$ cat src/rtl/piso_shift8b.sv
// 8-bit parallel-in/serial-out shifter with valid/ready input and per-bit hold of DIV cycles.
// Optional even-parity bit after bit 7 when PISO_PARITY_EN is defined.
module piso_shift8b #(
  parameter int DIV       = 1,
  parameter int MSB_FIRST = 0
) (
  input  logic       clk,
  input  logic       res,
  input  logic       in_valid,
  input  logic [7:0] in,
  output logic       in_ready,
  output logic       sout,
  output logic       sout_valid,
  output logic       busy,
  output logic       done
);

  typedef enum logic [1:0] {
    IDLE  = 2'd0,
    SHIFT = 2'd1,
    PAR   = 2'd2
  } state_t;

  localparam logic [7:0] DIV_LAST = 8'(DIV - 1);

  state_t     state_q, state_d;
  logic [7:0] shreg_q, shreg_d;
  logic [3:0] bit_cnt_q, bit_cnt_d;
  logic [7:0] div_q, div_d;
`ifdef PISO_PARITY_EN
  logic       par_q, par_d;
`endif

  logic bit_end;
  logic frame_end;
  logic accept;

  assign bit_end = (div_q == DIV_LAST);

`ifdef PISO_PARITY_EN
  assign frame_end = (state_q == PAR) && bit_end;
`else
  assign frame_end = (state_q == SHIFT) && bit_end && (bit_cnt_q == 4'd7);
`endif

  // in_ready depends only on registered state and reset, never on in_valid.
  assign in_ready = !res && ((state_q == IDLE) || frame_end);
  assign accept   = in_valid && in_ready;

  always_comb begin
    busy       = (state_q != IDLE);
    sout_valid = busy;
    done       = frame_end && !res;
    sout       = 1'b0;
    case (state_q)
      SHIFT:   sout = (MSB_FIRST != 0) ? shreg_q[7] : shreg_q[0];
`ifdef PISO_PARITY_EN
      PAR:     sout = par_q;
`endif
      default: sout = 1'b0;
    endcase
  end

  always_comb begin
    state_d   = state_q;
    shreg_d   = shreg_q;
    bit_cnt_d = bit_cnt_q;
    div_d     = div_q;
`ifdef PISO_PARITY_EN
    par_d     = par_q;
`endif
    case (state_q)
      SHIFT: begin
        if (bit_end) begin
          div_d     = 8'd0;
          shreg_d   = (MSB_FIRST != 0) ? {shreg_q[6:0], 1'b0} : {1'b0, shreg_q[7:1]};
          bit_cnt_d = bit_cnt_q + 4'd1;
          if (bit_cnt_q == 4'd7) begin
`ifdef PISO_PARITY_EN
            state_d = PAR;
`else
            state_d = IDLE;
`endif
          end
        end else begin
          div_d = div_q + 8'd1;
        end
      end
`ifdef PISO_PARITY_EN
      PAR: begin
        if (bit_end) begin
          div_d   = 8'd0;
          state_d = IDLE;
        end else begin
          div_d = div_q + 8'd1;
        end
      end
`endif
      default: ;
    endcase
    // Acceptance on the final cycle of a frame overrides the return to IDLE,
    // which is what makes back-to-back bytes gapless.
    if (accept) begin
      state_d   = SHIFT;
      shreg_d   = in;
      bit_cnt_d = 4'd0;
      div_d     = 8'd0;
`ifdef PISO_PARITY_EN
      par_d     = ^in;
`endif
    end
  end

  always_ff @(posedge clk) begin
    if (res) begin
      state_q   <= IDLE;
      shreg_q   <= 8'd0;
      bit_cnt_q <= 4'd0;
      div_q     <= 8'd0;
`ifdef PISO_PARITY_EN
      par_q     <= 1'b0;
`endif
    end else begin
      state_q   <= state_d;
      shreg_q   <= shreg_d;
      bit_cnt_q <= bit_cnt_d;
      div_q     <= div_d;
`ifdef PISO_PARITY_EN
      par_q     <= par_d;
`endif
    end
  end

endmodule

$ cat config.mk
export PLATFORM = sky130hd
export DESIGN_NAME = piso_shift8b
export DESIGN_NICKNAME = d
export VERILOG_FILES = /design/src/rtl/piso_shift8b.sv
export SDC_FILE = /design/constraint.sdc
export NUM_CORES = 1
export LEC_CHECK = 0
export BUFFER_PORTS_ARGS = -buffer_cell sky130_fd_sc_hd__buf_2
export CAP_MARGIN = 40
export CORE_ASPECT_RATIO = 1.5
export CORE_UTILIZATION = 31
export CTS_CLUSTER_SIZE = 30
export DETAILED_ROUTE_END_ITERATION = 7
export PLACE_DENSITY = 0.47
export SYNTH_ARGS = -nofsm -noshare
export SYNTH_HDL_FRONTEND = slang
export SYNTH_SLANG_ARGS = --single-unit
$ cat constraint.sdc
create_clock -name clk -period 1.9 [get_ports clk]
set_clock_uncertainty 0.1 [all_clocks]
set_input_delay 0.095 -clock clk [delete_from_list [all_inputs] [get_ports clk]]
set_output_delay 0.095 -clock clk [all_outputs]
set_load 0.02 [all_outputs]
==> results of run 1 <==
## synthesized netlist by cell type (all sizes together)
cell type  count
dfxtp         21
o21ai         12
nand3         10
buf            8
a311oi         7
a41o           7
clkbuf         7
nor3b          7
nor4bb         7
inv            5
a21oi          4
a221oi         4
nand4          4
nor2           4
or3            4
ha             3
nand2          3
nor2b          3
xor2           3
a211oi         2
nor4b          2
o31ai          2
or4            2
or4b           2
a211o          1
a31o           1
a32o           1
a41oi          1
and2           1
and3b          1
mux2i          1
nor4           1
xnor2          1
## report_power, final
| part | total, W | switching, W | internal (W) |
|---|---|---|---|
| logic | 0.000204 | 0.000113 | 0.0000906 |
| clock network | 0.000306 | 0.000156 | 0.000150 |
| registers | 0.000469 | 0.0000102 | 0.000459 |
| total | 0.000979 | 0.000280 | 0.000700 |
## cell families (layout without fill, tap and decap cells)
| family | after synthesis | after routing | share of synthesized area [%] |
|---|---|---|---|
| xor+xnor | 4 | 4 | 2.79 |
| buf+inv | 20 | 50 | 6.87 |
| simple gates | 51 | 51 | 27.8 |
| flops | 21 | 21 | 33.4 |
| fa+ha+maj | 3 | 3 | 2.99 |
| compound gates | 42 | 42 | 25.4 |
| mux | 1 | 1 | 0.796 |
## how the worst max path moves through the flow
stage                     startpoint  slack [ns]           end
after global routing        div_q[0]       -0.06  bit_cnt_q[3]
final                       div_q[0]      -0.004  bit_cnt_q[3]
after detailed placement    div_q[0]       -0.03  bit_cnt_q[2]
after global placement      div_q[0]       -0.01  bit_cnt_q[2]
after CTS                   div_q[1]       -0.03  bit_cnt_q[3]
after floorplan           state_q[0]        0.02  bit_cnt_q[3]
## flip-flops by register name, summed over array words and instances, names as in the netlist
name / cells
bit_cnt_q: 4
state_q: 1
shreg_q: 8
div_q: 8
## cells in the final DEF, fill, tap and decap left out, types with 2 or more instances in the layout
| cell type | n |
|---|---|
| or4_4 | 2 |
| ha_1 | 2 |
| buf_2 | 13 |
| buf_4 | 27 |
| xor2_1 | 3 |
| nor2b_1 | 2 |
| a311oi_1 | 5 |
| nor2_1 | 4 |
| or4b_4 | 2 |
| o31ai_1 | 2 |
| nand2_1 | 3 |
| inv_2 | 2 |
| nor3b_1 | 7 |
| a221oi_2 | 2 |
| a311oi_2 | 2 |
| clkbuf_8 | 3 |
| nor4bb_1 | 7 |
| a221oi_1 | 2 |
| dfxtp_1 | 17 |
| dfxtp_2 | 3 |
| or3_1 | 4 |
| nand3_1 | 9 |
| o21ai_0 | 12 |
| inv_1 | 3 |
| a21oi_1 | 4 |
| a211oi_1 | 2 |
| nand4_1 | 4 |
| a41o_1 | 7 |
## tightest hold or removal path: stages
cell and delay [ns]:
buf_2 0.09, buf_4 0.25, a221oi_2 0.05
## metal layers
| layer | GRT usage [%] | part of all wire [%] |
|---|---|---|
| met5 | 0 | 0 |
| met4 | 7.69 | 1.6 |
| met3 | 1.71 | 1.6 |
| met2 | 34.0 | 55 |
| met1 | 23.1 | 42 |
## repair_timing
action / in CTS / in global routing
setup endpoints to repair: 4 / 11
pin swaps: 6 / 4
gates resized for setup: 8 / 8
buffers inserted: 1 / 4
hold buffers: 1 / 0
endpoints found under the hold margin: 1 / 0
## final cells by class
| cell class | instances | area (um2) |
|---|---|---|
| sequential | 21 | 428 |
| inverter | 5 | 18.8 |
| timing repair buffer | 41 | 278 |
| tap | 45 | 56.3 |
| clock buffer | 4 | 45.0 |
| fill | 405 | 2250 |
| multi-input combinational | 101 | 850 |
## per-stage QoR
| step | setup TNS [ns] | power (W) | area, um2 |
|---|---|---|---|
| after floorplan | 0 | 0.000594 | 1290 |
| final | -0.00356 | 0.000979 | 1680 |
| after global placement | -0.0134 | 0.000655 | 1510 |
| after global routing | -0.214 | 0.00104 | 1680 |
| after CTS | -0.0391 | 0.000982 | 1610 |
| after detailed placement | -0.0451 | 0.000656 | 1510 |
==> results_dict.tcl, run 1 <==
set metrics [dict create \
    rr_worst_depth 5 \
    power_density_nw_per_um2 585 \
    yosys_warnings 0 \
    setup_viol 1 \
    die_area_um2 4320 \
    critPathRequiredTime_ns 1.99 \
    area_growth_syn_to_layout_pct 33.2 \
    crit_buf_inv 1 \
    arrival_ns 1.99 \
    synth_area_um2 1260 \
    drtAntennaViolNets 0 \
    crit_chain "inv_2, ha_4, or4b_4, or4_4, a221oi_2" \
    p_leak_nw 0.632 \
    gr-usage-all-layers_pct 19.3 \
    hold_ws_ns 0.163 \
    synth_area_per_cell_um2 8.86 \
    grt_pass1_vias 1258 \
    portBuffers 15 \
    utilization_pct 42.7 \
    antenna_cells 0 \
    die-width_um 54 \
    min_path_cells 3 \
    max_stage_delay_ns 0.50 \
    timing.fmax_mhz 525 \
    nets 187 \
    hold_viol_final 0 \
    ys_seq_area_share_pct 33.4 \
    place_inst 207 \
    syn-num-nets 156 \
    drive_above_1_share_pct 37.8 \
    violations "setup timing" \
    antenna_found_initial 0 \
    clk_latency_ns 0.26 \
    crit_path_end_kind "register" \
    hold_path.class "in2reg" \
    cts_max_level 1 \
    num_vias 1271 \
    drc 0 \
    crit_cells 5 \
    grt_setup_unrepaired "true" \
    final_cells 217 \
    die_h_um 80 \
    cts_tree "yes" \
    cp_top_family "simple AND/OR/NAND/NOR gates" \
    cp_max_fo 6 \
    synth.largest_area_cell "dfxtp_1" \
    netlist.area_leader.share_pct 33.4 \
    crit_type "reg2reg" \
    min_period_ns 1.90 \
    syn_inst 142 \
    routabilityCongestion 0.726 \
    clk_pin_slew_worst_paths_ns 0.08 \
    synth_area_leaders "dfxtp_1, a41o_1, nor4bb_1" \
    drtIter0Drc 25 \
    rows 28 \
    gr-total-overflow 0 \
    fin_crit_sh_pct 100 \
    cp_slowest_cell "or4_4" \
    worstSetupStartpointType "register" \
    hold_start "res" \
    cts_sinks 21 \
    setup_ws_ns -0.00356 \
    start_util_pct 32.0 \
    max-vdd-ir-drop_uv 352 \
    first_pass_iters 4 \
    outcome "finished, violations left" \
    pin_count 16 \
    ys_types 36 \
    dp_slack_ns -0.0328 \
    grt_max_degree 19 \
    numCtsBuffers 3 \
    grt_pass1_wl_um 6110 \
    slew_viol_final 0 \
    routed_via_density 5.86 \
    wl_um 3660 \
    dp_hpwl_um 2460 \
    cts.path.max_buffers 2 \
    wire_per_inst_um 16.9 \
    rrSetupSlack_ns -0.004 \
    r2r_start "div_q[0]" \
    ys_ff_latch 21 \
    core_region_area_um2 3920 \
    timing.rr.end "bit_cnt_q[3]" \
    min_to "bit_cnt_q[3]" \
    drv_cap 0 \
    relSlewSlack_pct 68.3 \
    ctsRootBufferMaster "clkbuf_8" \
    tightest_slew_ns 0.476 \
]
Power figures use the tool's default switching activity.
==> run 2, diff against run 1 <==
- SKIP_LAST_GASP: default -> 1
==> results_dict.tcl, run 2 (synthesis gave the netlist of run 1 again) <==
set metrics [dict create \
    outcome "finished, violations left" \
    violations "setup timing" \
    max-vdd-ir-drop_uv 354 \
    gr-total-overflow 0 \
    portBuffers 15 \
    crit_type "reg2reg" \
    nets 187 \
    grt_setup_unrepaired "true" \
    min_path_cells 3 \
    num_vias 1267 \
    area_growth_syn_to_layout_pct 31.6 \
    place_area_um2 1510 \
    cp_slowest_cell "or4_4" \
    first_pass_iters 4 \
    drtIter0Drc 34 \
    fillers 410 \
    slew_viol_final 0 \
    clk_pin_slew_worst_paths_ns 0.08 \
    drv_cap 0 \
    min_to "bit_cnt_q[3]" \
    gr-usage-all-layers_pct 19.4 \
    crit_buf_inv 1 \
    swShare_pct 28.5 \
    hold_viol_final 0 \
    start_util_pct 32.0 \
    crit_chain "inv_2, ha_4, or4b_4, or4_4, a221oi_2" \
    dp_hpwl_um 2460 \
    relSlewSlack_pct 69.2 \
    ctsRootBufferMaster "clkbuf_8" \
    hold_start "res" \
    numCtsBuffers 3 \
    fin_crit_sh_pct 100 \
    drtAntennaViolNets 0 \
    drive_above_1_share_pct 36.0 \
    r2r_start "div_q[0]" \
    final_cell_mix "buf_4, dfxtp_1, buf_2" \
    p_leak_nw 0.625 \
    pin_count 16 \
    wire_per_inst_um 16.7 \
    critPathRequiredTime_ns 1.99 \
    place_inst 207 \
    layout_commonest_cell "buf_4" \
    tightest_slew_ns 0.462 \
    grt_pass1_wl_um 6120 \
    min_period_ns 1.91 \
    antenna_found_initial 0 \
    setup_ws_ns -0.00608 \
    cp_top_family "simple AND/OR/NAND/NOR gates" \
    utilization_pct 42.2 \
    grt_max_degree 19 \
    rr_worst_depth 5 \
    p_clk_share_pct 31.3 \
    die_area_um2 4320 \
    antenna_cells 0 \
    worstSetupStartpointType "register" \
    timing.rr.end "bit_cnt_q[3]" \
    crit_path_end_kind "register" \
    setup_viol 1 \
    rows 28 \
    largestRegisters "div_q x8, shreg_q x8, bit_cnt_q x4" \
    final_cells 217 \
    drc 0 \
    max_stage_delay_ns 0.50 \
    dp_slack_ns -0.0328 \
    cts.path.max_buffers 2 \
    wl_um 3620 \
    seqPwrFrac_pct 48.1 \
    arrival_ns 1.99 \
    hold_path.class "in2reg" \
    power_density_nw_per_um2 589 \
    rrSetupSlack_ns -0.006 \
    cp_max_fo 6 \
    grt_pass1_vias 1266 \
    cts_max_level 1 \
    die_h_um 80 \
    timing.fmax_mhz 525 \
    finish.instance_area_um2 1660 \
    clk_latency_ns 0.27 \
    cts_tree "yes" \
    combPwrFrac_pct 20.5 \
    die-width_um 54 \
    routed_via_density 5.84 \
    core_region_area_um2 3920 \
    switchingPower_w 0.000278 \
    routabilityCongestion 0.726 \
    cts_sinks 21 \
    intPower_w 0.000697 \
]
run 2: area by class of cell:
| cell class | count | area, um2 | share of cell area, % |
|---|---|---|---|
| multi-input cells | 101 | 833 | 50.3 |
| flip-flops and latches | 21 | 427 | 25.8 |
| repair buffers | 41 | 275 | 16.6 |
| well taps | 45 | 56.3 | 3.40 |
| clock buffers | 4 | 45.0 | 2.72 |
| inverters | 5 | 18.8 | 1.13 |
run 2: layer usage:
| metal | routed length, um | GRT usage (%) | vias up |
|---|---|---|---|
| met5 | 0 | 0 | - |
| met4 | 59 | 7.69 | 0 |
| met3 | 67 | 1.71 | 5 |
| met2 | 1980 | 34.1 | 20 |
| met1 | 1520 | 23.1 | 623 |
| li1 | - | - | 619 |
run 2: worst max-delay path by stage:
stage	from	endpoint	depth (start not counted)
after floorplan	state_q[0]	bit_cnt_q[3]	4
after global placement	div_q[0]	bit_cnt_q[2]	5
after detailed placement	div_q[0]	bit_cnt_q[2]	5
after CTS	div_q[1]	bit_cnt_q[3]	5
after global routing	div_q[0]	bit_cnt_q[3]	5
final	div_q[0]	bit_cnt_q[3]	5
run 2: timing repair:
item / CTS / global route
endpoints found under the setup margin: 4 / 11
cloned: 0 / 0
resized for setup: 7 / 4
hold buffers: 1 / 0
pin swaps: 5 / 4
endpoints found under the hold margin: 1 / 0
buffers inserted: 1 / 4
run 2: per-stage QoR:
step	hold slack, ns	power, W	setup TNS, ns
2_1_floorplan	0.149	0.000594	0
3_3_place_gp	0.242	0.000655	-0.0134
3_5_place_dp	0.245	0.000656	-0.0451
4_1_cts	0.144	0.000981	-0.0556
5_1_grt	0.182	0.00103	-0.221
6_report	0.158	0.000975	-0.00608
run 2: power by group through the flow:
| stage | Clock (W) | Sequential, W | Combinational [W] |
|---|---|---|---|
| floorplan | 0 | 0.000480 | 0.000114 |
| global placement | 0 | 0.000479 | 0.000176 |
| detailed placement | 0 | 0.000479 | 0.000177 |
| CTS | 0.000325 | 0.000469 | 0.000187 |
| global route | 0.000342 | 0.000472 | 0.000220 |
| finish | 0.000306 | 0.000469 | 0.000200 |
run 2: worst reg2reg max path, cell delays in order (launching register included):
cell	delay (ns)
dfxtp_2	0.33
inv_2	0.06
ha_4	0.12
or4b_4	0.49
or4_4	0.50
a221oi_2	0.23
